$ cat src/rtl/envelope_pkg.sv
// Shared constants and width helpers for the multi-channel envelope tracker.
package envelope_pkg;

  localparam int unsigned BETA_SHIFT_A = 2;
  localparam int unsigned BETA_SHIFT_B = 3;

  function automatic int unsigned ch_width(input int unsigned num_ch);
    return (num_ch <= 2) ? 1 : $clog2(num_ch);
  endfunction

  // Accumulator holds up to mag * 2^FRAC_BITS with mag < 2^DATA_WIDTH.
  function automatic int unsigned acc_width(input int unsigned data_w,
                                            input int unsigned frac_bits);
    return data_w + frac_bits;
  endfunction

endpackage

$ cat src/rtl/magnitude_approx_pipe.sv
// Stages 1-2: absolute values, then alpha-max/beta-min magnitude (alpha=1, beta=3/8).
// Samples on channels >= NUM_CH are dropped at stage 1.
module magnitude_approx_pipe
  import envelope_pkg::*;
#(
  parameter int unsigned DATA_WIDTH = 16,
  parameter int unsigned NUM_CH     = 4,
  parameter int unsigned CH_W       = ch_width(NUM_CH)
) (
  input  logic                  i_clk,
  input  logic                  i_rst,
  input  logic                  i_valid,
  input  logic [CH_W-1:0]       i_ch,
  input  logic [DATA_WIDTH-1:0] i_Re,
  input  logic [DATA_WIDTH-1:0] i_Im,
  output logic                  o_valid,
  output logic [CH_W-1:0]       o_ch,
  output logic [DATA_WIDTH-1:0] o_mag
);

  localparam logic [CH_W:0] NUM_CH_L = (CH_W+1)'(NUM_CH);

  logic [DATA_WIDTH-1:0] a_abs, b_abs;
  logic                  ch_ok;

  logic                  s1_valid;
  logic [CH_W-1:0]       s1_ch;
  logic [DATA_WIDTH-1:0] s1_a, s1_b;

  logic [DATA_WIDTH-1:0] mx, mn, mag;

  // Negating the most negative code yields 2^(W-1), which is correct when read unsigned.
  always_comb begin
    a_abs = i_Re[DATA_WIDTH-1] ? -i_Re : i_Re;
    b_abs = i_Im[DATA_WIDTH-1] ? -i_Im : i_Im;
    ch_ok = ({1'b0, i_ch} < NUM_CH_L);
  end

  always_ff @(posedge i_clk) begin
    if (i_rst) begin
      s1_valid <= 1'b0;
      s1_ch    <= '0;
      s1_a     <= '0;
      s1_b     <= '0;
    end else begin
      s1_valid <= i_valid && ch_ok;
      s1_ch    <= i_ch;
      s1_a     <= a_abs;
      s1_b     <= b_abs;
    end
  end

  always_comb begin
    mx  = (s1_a >= s1_b) ? s1_a : s1_b;
    mn  = (s1_a >= s1_b) ? s1_b : s1_a;
    mag = mx + (mn >> BETA_SHIFT_A) + (mn >> BETA_SHIFT_B);
  end

  always_ff @(posedge i_clk) begin
    if (i_rst) begin
      o_valid <= 1'b0;
      o_ch    <= '0;
      o_mag   <= '0;
    end else begin
      o_valid <= s1_valid;
      o_ch    <= s1_ch;
      o_mag   <= mag;
    end
  end

endmodule

$ cat src/rtl/envelope_tracker_mc.sv
// Time-multiplexed envelope tracker: shared magnitude pipe plus per-channel attack/release integrator.
// Optional per-channel peak hold enabled by ENVELOPE_PEAK_HOLD_EN.
module envelope_tracker_mc
  import envelope_pkg::*;
#(
  parameter  int unsigned DATA_WIDTH = 16,
  parameter  int unsigned NUM_CH     = 4,
  parameter  int unsigned FRAC_BITS  = 8,
  parameter  int unsigned SHIFT_W    = 4,
  localparam int unsigned CH_W       = ch_width(NUM_CH)
) (
  input  logic                  i_clk,
  input  logic                  i_rst,
  input  logic                  i_valid,
  input  logic [CH_W-1:0]       i_ch,
  input  logic [DATA_WIDTH-1:0] i_Re,
  input  logic [DATA_WIDTH-1:0] i_Im,
  input  logic [SHIFT_W-1:0]    i_attack_shift,
  input  logic [SHIFT_W-1:0]    i_release_shift,
  input  logic [NUM_CH-1:0]     i_ch_clear,
  output logic                  o_valid,
  output logic [CH_W-1:0]       o_ch,
  output logic [DATA_WIDTH-1:0] o_env
`ifdef ENVELOPE_PEAK_HOLD_EN
  ,
  output logic [DATA_WIDTH-1:0] o_peak
`endif
);

  localparam int unsigned ACC_W  = acc_width(DATA_WIDTH, FRAC_BITS);
  localparam int unsigned DIFF_W = ACC_W + 1;

  logic                  m_valid;
  logic [CH_W-1:0]       m_ch;
  logic [DATA_WIDTH-1:0] m_mag;

  magnitude_approx_pipe #(
    .DATA_WIDTH(DATA_WIDTH),
    .NUM_CH    (NUM_CH),
    .CH_W      (CH_W)
  ) u_mag (
    .i_clk  (i_clk),
    .i_rst  (i_rst),
    .i_valid(i_valid),
    .i_ch   (i_ch),
    .i_Re   (i_Re),
    .i_Im   (i_Im),
    .o_valid(m_valid),
    .o_ch   (m_ch),
    .o_mag  (m_mag)
  );

  logic [ACC_W-1:0]         acc [NUM_CH];
  logic [ACC_W-1:0]         acc_cur, acc_nxt;
  logic signed [DIFF_W-1:0] diff, step;
  logic [SHIFT_W-1:0]       shift;
  logic                     upd_clear;

  // Channel select is a compare loop so out-of-range codes never index past the arrays.
  always_comb begin
    acc_cur   = '0;
    upd_clear = 1'b0;
    for (int unsigned k = 0; k < NUM_CH; k++) begin
      if (m_ch == CH_W'(k)) begin
        acc_cur   = acc[k];
        upd_clear = i_ch_clear[k];
      end
    end
    diff    = $signed({1'b0, m_mag, {FRAC_BITS{1'b0}}}) - $signed({1'b0, acc_cur});
    shift   = (!diff[DIFF_W-1] && (diff != '0)) ? i_attack_shift : i_release_shift;
    step    = diff >>> shift;
    acc_nxt = acc_cur + ACC_W'(step);
  end

  always_ff @(posedge i_clk) begin
    if (i_rst) begin
      for (int unsigned k = 0; k < NUM_CH; k++) acc[k] <= '0;
      o_valid <= 1'b0;
      o_ch    <= '0;
      o_env   <= '0;
    end else begin
      for (int unsigned k = 0; k < NUM_CH; k++) begin
        if (i_ch_clear[k])
          acc[k] <= '0;
        else if (m_valid && (m_ch == CH_W'(k)))
          acc[k] <= acc_nxt;
      end
      o_valid <= m_valid;
      if (m_valid) begin
        o_ch  <= m_ch;
        o_env <= upd_clear ? '0 : acc_nxt[ACC_W-1:FRAC_BITS];
      end
    end
  end

`ifdef ENVELOPE_PEAK_HOLD_EN
  logic [DATA_WIDTH-1:0] peak [NUM_CH];
  logic [DATA_WIDTH-1:0] peak_cur, peak_nxt;

  always_comb begin
    peak_cur = '0;
    for (int unsigned k = 0; k < NUM_CH; k++)
      if (m_ch == CH_W'(k)) peak_cur = peak[k];
    peak_nxt = (m_mag > peak_cur) ? m_mag : peak_cur;
  end

  always_ff @(posedge i_clk) begin
    if (i_rst) begin
      for (int unsigned k = 0; k < NUM_CH; k++) peak[k] <= '0;
      o_peak <= '0;
    end else begin
      for (int unsigned k = 0; k < NUM_CH; k++) begin
        if (i_ch_clear[k])
          peak[k] <= '0;
        else if (m_valid && (m_ch == CH_W'(k)))
          peak[k] <= peak_nxt;
      end
      if (m_valid) o_peak <= upd_clear ? '0 : peak_nxt;
    end
  end
`endif

endmodule

$ cat config.mk
export PLATFORM = sky130hd
export DESIGN_NAME = envelope_tracker_mc
export DESIGN_NICKNAME = d
export VERILOG_FILES = /design/src/rtl/envelope_pkg.sv /design/src/rtl/magnitude_approx_pipe.sv /design/src/rtl/envelope_tracker_mc.sv
export SDC_FILE = /design/constraint.sdc
export NUM_CORES = 1
export LEC_CHECK = 0
export ABC_AREA = 1
export CAP_MARGIN = 20
export CORE_UTILIZATION = 40
export DETAILED_ROUTE_END_ITERATION = 16
export GPL_TIMING_DRIVEN = 1
export SYNTH_ARGS = -nofsm -noshare
export SYNTH_HDL_FRONTEND = slang
export SYNTH_SLANG_ARGS = --single-unit
$ cat constraint.sdc
create_clock -name i_clk -period 10.1 [get_ports i_clk]
set_input_delay 1.515 -clock i_clk [delete_from_list [all_inputs] [get_ports i_clk]]
set_output_delay 1.515 -clock i_clk [all_outputs]
set_load 0.05 [all_outputs]
## After elaboration in Yosys (flattened, before gate mapping)

Memories as Yosys holds them, arrays and structs flattened.
Cells that the tools add are included.

- Reductions and logical operators: 10
- Shifts and indexed selects: 1
- $lt $le $gt $ge: 1
- Multiplexer cells: 52
- Add/subtract/negate cells: 6
- Bitwise gates (word level): 10
- Equality and inequality tests: 3

Operator list:

| operator | number |
|---|---|
| two-way mux 24 bit | 12 |
| two-way mux 16 bit | 3 |
| two-way mux 1 bit | 34 |
| negator 16 bit | 2 |
| two-way mux 15 bit | 2 |
| nonzero test 25 bit | 1 |
| >>> shifter 25 x 4 -> 24 bit | 1 |
| subtractor 24 x 24 -> 25 bit | 1 |
| adder 24 bit | 1 |
| adder 16 x 13 -> 16 bit | 1 |
| adder 16 x 14 -> 16 bit | 1 |
| >= comparator 16 bit | 1 |
| OR 1 bit | 8 |
| logical AND 1 bit | 5 |
| equality test 2 bit, second input constant | 2 |
| two-way mux 4 bit | 1 |
| OR reduction 2 bit | 2 |
| equality test 2 x 1 -> 1 bit, second input constant | 1 |
| logical NOT 2 bit | 1 |
| inverter 1 bit | 2 |
| logical NOT 1 bit | 1 |

- Input port bits: 49
- Register bits after elaboration: 73
- Output and inout port bits: 19
- Memories: 1
- Memory bits (writable): 96
- Logic and storage cells: 96

Memories:

| memory | words | bits a word | read ports | clocked after Yosys merged registers in | write ports | line | text |
|---|---|---|---|---|---|---|---|
| acc | 4 | 24 | 4 | 0 | 4 | envelope_tracker_mc.sv:53 | `logic [ACC_W-1:0] acc [NUM_CH];` |

## Logic depth before layout (Yosys ltp)

Gate-level depths: netlist of the first run.

- Depth after elaboration: 12
- Gate-level depth with buffers: 55
- Gate-level depth less buffers: 51

## By module

A second synthesis of the first run with hierarchy kept.

- Cell total of the unflattened synthesis: 1739
- Area total of the unflattened synthesis: 12514.5 µm²

By module, submodules not included:

| module | area each (µm²) | cells each | instances | seq. area each (µm²) |
|---|---|---|---|---|
| envelope_tracker_mc | 8784.7 | 1220 | 1 | 3263.1 |
| magnitude_approx_pipe | 3729.8 | 519 | 1 | 1081.0 |

## Worst setup path before layout of the first run

No wires, ideal clock.

- Path type: register -> register
- From: register u_mag.o_ch[1]
- To: memory acc[0][20] (netlist name), data pin
- Arrival: 6182 ps
- Period minus slack after synthesis: 6448 ps
- Setup time: 266 ps
- Path buffers: 5
- Stages on the path, launching flop included: 50
- Data required time: 9834 ps
- Setup slack: 3652 ps
- Cell sequence: dfxtp_1 -> buf_6 -> nor2_2 -> buf_6 -> clkbuf_1 -> nand2_1 -> nand3_1 -> o21a_1 -> inv_1 -> ha_1 -> a21oi_1 -> inv_1 -> a31oi_1 -> o21ai_0 -> a21oi_1 -> nand3_1 -> nand2_1 -> nand2_1 -> (+14 left out) -> inv_1 -> fa_1 -> nand3b_1 -> and2_1 -> o21ai_0 -> a21oi_1 -> nor2_1 -> nor2_1 -> o21ai_0 -> nand2_1 -> nand2_2 -> nand3_2 -> nand2_2 -> nand3_1 -> nand2_1 -> nand2_1 -> nand2_1 -> nor2_1

RTL lines:

| what | line | text |
|---|---|---|
| start, declared | magnitude_approx_pipe.sv:17 | `output logic [CH_W-1:0] o_ch,` |
| start signal, assigned | magnitude_approx_pipe.sv:66 | `o_ch <= s1_ch;` |
| end, declared | envelope_tracker_mc.sv:53 |  |

==> impl_metrics.csv, run 1 <==
group,metric,value,unit
worst_setup_path,timing.rr.start,"u_mag.o_ch[0]",
yosys,yosys_warnings,0,
worst_hold_path,min_path_cells,2,
detailed_routing,drt_wl_total,37.1,mm
worst_setup_path,timing.rr.end,"acc[0][12]",
yosys,syn-cell-area,0.0125,mm^2
grt,grt_max_degree,61,
grt,grt_pass1_wl,57.7,mm
placement,dp_hpwl,28.9,mm
placement,place.gp.congestion,0.988,
floorplan,dieArea,0.0320,mm^2
clocking,htreeDepth,4,
yosys,async_flop_share,0,
yosys,ys_ff_latch,169,
clocking,postCtsResizedCells,0,
grt,grt.overflow.total,0,
clocking,clkLatencyLatePin,0.44,ns
worst_setup_path,cp_common_cell,"o21ai_0",
timing,tightest_slew,1.18,ns
cells_and_area,fin_nets,1926,
cells_and_area,ff_latch_area,0.00434,mm^2
detailed_routing,drc,0,
worst_setup_path,cp_slowest_cell,"o21ai_0",
cells_and_area,final_cell_mix,"371 x nand2_1, 222 x inv_1, 210 x nor2_1",
clocking,clockBufferDepth,2,
placement,numPortBuffers,67,
floorplan,dieHeight,179,um
timing,rsz0062_at_grt,"no",
worst_setup_path,crit_fanout,22,
clocking,cts-root-buf,"clkbuf_16",
yosys,ys_seq_area_frac,0.347,
clocking,cts-buffers-inserted,17,
timing,fin_crit_sh,0.880,
detailed_routing,firstDrtPassIters,6,
worst_setup_path,crit_path_start_kind,"register",
floorplan,core_area,0.0307,mm^2
cells_and_area,nFillCells,3070,
yosys,synth_ff_type,"edfxtp_1",
worst_hold_path,hold_class,"reg2reg",
cells_and_area,diodes,0,
timing,post-route-min-period,8.89,ns
floorplan,io-pin-count,68,
yosys,synth-edff-count,96,
status,status,"complete, no violations",
worst_setup_path,reg2reg_slack,1.21,ns
worst_setup_path,arrival,9.17,ns
floorplan,fp.dieW,179,um
worst_hold_path,hp-start,"u_mag.s1_valid",
yosys,synth.net_count,1879,
timing,hold_viol_final,0,
clocking,clock-sinks,169,
detailed_routing,ant_nets,0,
worst_setup_path,slowest_delay,1.04,ns
timing,maxSlewViolCount,0,
worst_hold_path,whs_endpoint,"u_mag.o_valid",
grt,antenna_found_initial,0,
detailed_routing,drt_iter0_drc,1137,
cells_and_area,area_delta_synth_final,13.0,%
worst_setup_path,crit_path_end_kind,"register",
detailed_routing,post_drt_via_cell_ratio,5.28,
cells_and_area,multi_input_area,0.00702,mm^2
worst_setup_path,required,10.39,ns
timing,fin_skew,0.0138,ns
grt,first_global_vias,10700,
cells_and_area,layout_commonest_cell,"nand2_1",
clocking,postCtsSetupBuffers,0,
cells_and_area,drive_gt1_frac,0.0771,
detailed_routing,vias,11600,
clocking,path_clk_slew,0.06,ns
grt,track_usage,0.238,
clocking,cts_tree,"done",
floorplan,row_count,64,
yosys,ys_types,59,
worst_setup_path,r2r_cells,38,
timing,setup_tns,0,ns
yosys,syn_inst,1742,
detailed_routing,routedWlPerCell,16.9,um
job,drv_cap,0,
timing,slew_headroom,0.203,
worst_setup_path,path_class,"reg2reg",
clocking,cts_hold_buf,0,
yosys,syn_avg_cell_area,7.19,um^2
timing,maxClockFrequency,113,MHz
timing,setup_violations,0,
floorplan,start_util,0.408,
registers in the layout, indices dropped and copies added, names as in the netlist:
signal	flops
acc	96
u_mag.o_mag	16
u_mag.o_ch	2
o_ch	2
u_mag.s1_valid	1
u_mag.s1_a	16
o_valid	1
u_mag.o_valid	1
u_mag.s1_ch	2
o_env	16
u_mag.s1_b	16
layer usage:
layer / routed length [um] / GRT usage
met1: 17700 / 0.337
met2: 16200 / 0.368
met3: 2280 / 0.0318
met4: 1010 / 0.0847
met5: 0 / 0
critical path, delay by kind of cell, from the launching register on:
family	cells	cell delay [ns]
flops	1	0.88
fa+ha+maj	3	0.93
xor+xnor	1	0.35
compound gates	12	3.61
buf+inv	7	0.91
simple gates	15	1.98
how the worst max path moves through the flow:
stage | startpoint | to | slack [ns] | cells past startpoint
after floorplan | u_mag.o_ch[1] | acc[0][20] | 3.65 | 49
final | u_mag.o_ch[0] | acc[0][12] | 1.21 | 38
after detailed placement | u_mag.o_ch[0] | acc[0][12] | 1.41 | 42
after global routing | u_mag.o_ch[0] | acc[1][17] | 0.32 | 46
after global placement | u_mag.o_ch[0] | acc[1][16] | 1.60 | 44
after CTS | u_mag.o_ch[0] | acc[0][12] | 1.37 | 42
layout make-up:
class | instances | share of cell area
clock inverter | 10 | 0.00574
sequential | 169 | 0.307
tap | 396 | 0.0350
timing repair buffer | 82 | 0.0569
multi-input combinational | 1276 | 0.496
inverter | 243 | 0.0644
clock buffer | 22 | 0.0351
synthesized netlist by cell type, types with 4 or more instances:
library cell	instances	area [um^2]
a211oi_1	6	45.0
a21oi_1	109	546
a22o_1	6	52.6
a31oi_1	10	62.6
buf_6	8	90.1
clkbuf_1	40	150
dfxtp_1	73	1460
edfxtp_1	96	2880
fa_1	15	300
ha_1	73	913
inv_1	222	833
inv_2	18	67.6
mux2i_1	5	50.1
nand2_1	371	1390
nand2_2	27	169
nand3_1	134	671
nand3_2	17	170
nand3b_1	4	30.0
nand4_1	24	150
nor2_1	210	788
nor2_2	10	62.6
nor2_4	4	45.0
nor3_1	27	135
nor4_1	4	25.0
o21a_1	5	37.5
o21ai_0	134	671
o21ai_1	4	20.0
o21bai_1	4	30.0
o221ai_1	8	70.1
o31ai_1	4	30.0
or2_1	8	50.1
xor2_1	12	105
through the flow:
stage                     area [um^2]  setup slack (ns)  utilization  instances  hold slack [ns]
after floorplan                 12500              3.65            -       1742            0.388
after global placement          13500              1.60        0.441       2163            0.399
after detailed placement        13600              1.41        0.443       2166            0.410
after CTS                       14200              1.37        0.462       2198            0.421
after global routing            14200             0.318        0.462       2198            0.438
final                           14200              1.21        0.462       2198            0.414
cells by family after synthesis:
logic type                 count (synthesis)  share of synthesized area
adders and majority gates                 88                     0.0969
DFF                                      169                      0.347
muxes                                      5                    0.00399
xor gates and xnor gates                  19                     0.0157
and+or+nand+nor                          856                      0.305
AOI/OAI and AO/OA                        308                      0.137
buffers and inverters                    297                     0.0941
Power of run 1 is not shown: default switching activity piles up to over one toggle a cycle in this logic, so the estimate is an artifact.
==> inputs of run 2 (changes only) <==
--- a/config.mk
+++ b/config.mk
@@ -6,10 +6,12 @@
 export NUM_CORES = 1
 export LEC_CHECK = 0
 export ABC_AREA = 1
-export CAP_MARGIN = 20
+export CAP_MARGIN = 25
 export CORE_UTILIZATION = 40
+export CTS_CLUSTER_SIZE = 30
 export DETAILED_ROUTE_END_ITERATION = 16
 export GPL_TIMING_DRIVEN = 1
 export SYNTH_ARGS = -nofsm -noshare
 export SYNTH_HDL_FRONTEND = slang
+export SYNTH_HIERARCHICAL = 1
 export SYNTH_SLANG_ARGS = --single-unit
==> run 2 against run 1 <==
  * Sequential share of layout area barely moved
  * Final area decreased by 0.16%
  * Register-to-register slack improved by 0.32 ns
  * Critical path type unchanged
  * Largest cell class unchanged
  * Highest routed layer unchanged
==> impl_metrics.csv, run 2 <==
group,metric,value,unit
floorplan,row_count,64,
floorplan,dieArea,0.0320,mm^2
timing,slew_headroom,0.306,
grt,antenna_found_initial,0,
clocking,cts-buffers-inserted,17,
detailed_routing,routedWlPerCell,16.7,um
worst_setup_path,path_delay_family,"compound AO/OA/AOI/OAI gates",
placement,dp_hpwl,29.1,mm
yosys,synth.net_count,1876,
worst_setup_path,required,10.39,ns
cells_and_area,final_cell_mix,"386 x nand2_1, 222 x inv_1, 218 x nor2_1",
yosys,yosys_warnings,6,
floorplan,dieHeight,179,um
detailed_routing,firstDrtPassIters,5,
timing,setup_tns,0,ns
yosys,ys_top_cells_by_count,"386 x nand2_1, 222 x inv_1, 218 x nor2_1",
yosys,syn-cell-area,0.0125,mm^2
worst_setup_path,crit_path_start_kind,"register",
worst_setup_path,crit_fanout,29,
timing,fin_crit_sh,0.848,
timing,setup_violations,0,
worst_setup_path,worst-path-buf-inv,8,
cells_and_area,largest_register_ffs,96,
timing,post-route-min-period,8.57,ns
timing,maxClockFrequency,117,MHz
worst_setup_path,cp_slowest_cell,"o21ai_2",
timing,maxSlewViolCount,0,
yosys,ys_ff_latch,169,
detailed_routing,drt_iter0_drc,1069,
clocking,postCtsResizedCells,0,
yosys,synthTopCellsByArea,"edfxtp_1 23%, dfxtp_1 12%, nand2_1 12%, ha_1 7.3%, inv_1 6.7%",
grt,grt.overflow.total,0,
detailed_routing,vias,11600,
placement,dpl-instance-area,0.0136,mm^2
timing,fin_skew,0.0150,ns
detailed_routing,drc,0,
cells_and_area,final_area,0.0141,mm^2
floorplan,io-pin-count,68,
cells_and_area,drive_gt1_frac,0.0721,
detailed_routing,post_drt_via_cell_ratio,5.29,
clocking,path_clk_slew,0.07,ns
floorplan,start_util,0.408,
yosys,async_flop_share,0,
cells_and_area,layout_commonest_cell,"nand2_1",
grt,track_usage,0.238,
timing,rsz0062_at_grt,"no",
timing,tightest_slew,1.04,ns
grt,grt_pass1_wl,58.5,mm
cells_and_area,layout.cells.non_filler,2199,
timing,whs,0.407,ns
yosys,syn_inst,1739,
job,drv_cap,0,
placement,place.gp.congestion,0.941,
placement,numPortBuffers,67,
floorplan,fp.dieW,179,um
clocking,cts_tree,"done",
worst_setup_path,slowest_delay,0.78,ns
status,status,"complete, no violations",
cells_and_area,area_delta_synth_final,13.0,%
clocking,htreeDepth,4,
yosys,yosys.area.top_type,"edfxtp_1",
grt,first_global_vias,11100,
yosys,synthDominantCellAreaShare,0.230,
cells_and_area,fin_nets,1927,
clocking,cts-root-buf,"clkbuf_16",
worst_hold_path,hold_class,"reg2reg",
detailed_routing,ant_nets,0,
placement,placed_cells,2167,
yosys,synth_ff_type,"edfxtp_1",
worst_setup_path,reg2reg_slack,1.53,ns
yosys,synth-edff-count,96,
clocking,postCtsSetupBuffers,0,
clocking,clkLatencyLatePin,0.43,ns
clocking,clockBufferDepth,2,
worst_setup_path,path_class,"reg2reg",
grt,grt_max_degree,60,
floorplan,core_area,0.0307,mm^2
clocking,cts_hold_buf,0,
power_and_ir_drop,peakVddDrop,156,uV
timing,hold_viol_final,0,
yosys,syn_avg_cell_area,7.20,um^2
yosys,ys_seq_area_frac,0.347,
cells_and_area,diodes,0,
power_and_ir_drop,pwr_density_cell,344,mW/mm^2
detailed_routing,drt_wl_total,36.7,mm
power_and_ir_drop,leakagePower,0.00661,uW
cells_and_area,largest-register,"acc",
worst_setup_path,arrival,8.85,ns
worst_setup_path,cp_common_cell,"nor2_1",
yosys,synth_most_common_cell,"nand2_1",
worst_setup_path,crit_path_end_kind,"register",
clocking,clock-sinks,169,
yosys,ys_types,56,
-- run 2: cell count changes after synthesis, sizes merged, moves of 3 or more --
cell / delta
nand3: +10
a21oi: +18
nor3: -6
inv: -10
o31ai: -4
nor4: -4
nand2: +9
clkbuf: -6
a211oi: -4
nor2: +3
o21ai: -10
-- run 2: logic make-up (layout without fill, tap and decap cells) --
group,Yosys count,in the layout,synth area share
fa+ha+maj,88,88,0.0970
xor+xnor,19,19,0.0139
compound gates,310,310,0.139
simple gates,867,867,0.310
buf+inv,282,346,0.0889
mux,4,4,0.00420
flops,169,169,0.347
-- run 2: cell type report --
cell class	count	area (um^2)
well taps	396	495
clock inverters	15	160
flip-flops and latches	169	4340
inverters	233	875
clock buffers	17	425
fillers	3166	16500
multi-input cells	1288	7060
repair buffers	81	778
-- run 2: final timing paths --
check                 start       endpoint  depth (start not counted)
max           u_mag/o_ch[0]     acc[0][12]                         41
min          u_mag/s1_valid  u_mag/o_valid                          2
max reg2reg   u_mag/o_ch[0]     acc[0][12]                         41
min reg2reg  u_mag/s1_valid  u_mag/o_valid                          2
-- run 2: worst reg2reg max path, delay by kind of cell, from the launching register on --
kind                       cells  cell delay [ns]
AOI/OAI and AO/OA             12             3.19
DFF                            1             0.50
buffers and inverters          8             1.63
adders and majority gates      3             0.97
and+or+nand+nor               17             1.80
xor gates and xnor gates       1             0.34
-- run 2: power breakdown --
group	total [uW]	internal, uW	leakage, uW	switching, uW
registers	834	798	0.00167	36.0
logic	3390	968	0.00466	2420
clock network	634	330	0.000277	305
-- run 2: per-layer routing --
layer,global-route usage,up-vias,wire (um),part of all wire
met3,0.0407,44,2490,0.068
met2,0.373,384,16000,0.44
met4,0.0703,0,828,0.023
li1,-,5868,-,-
met1,0.333,5334,17300,0.47
met5,0,-,0,0
-- run 2: stage by stage --
| step | total power (uW) | util | worst slack [ns] |
|---|---|---|---|
| floorplan | 3190 | - | 3.52 |
| global placement | 4190 | 0.441 | 1.79 |
| detailed placement | 4170 | 0.442 | 1.67 |
| CTS | 4830 | 0.461 | 1.61 |
| global route | 5320 | 0.461 | 0.718 |
| finish | 4860 | 0.461 | 1.53 |
Power figures use the tool's default switching activity.
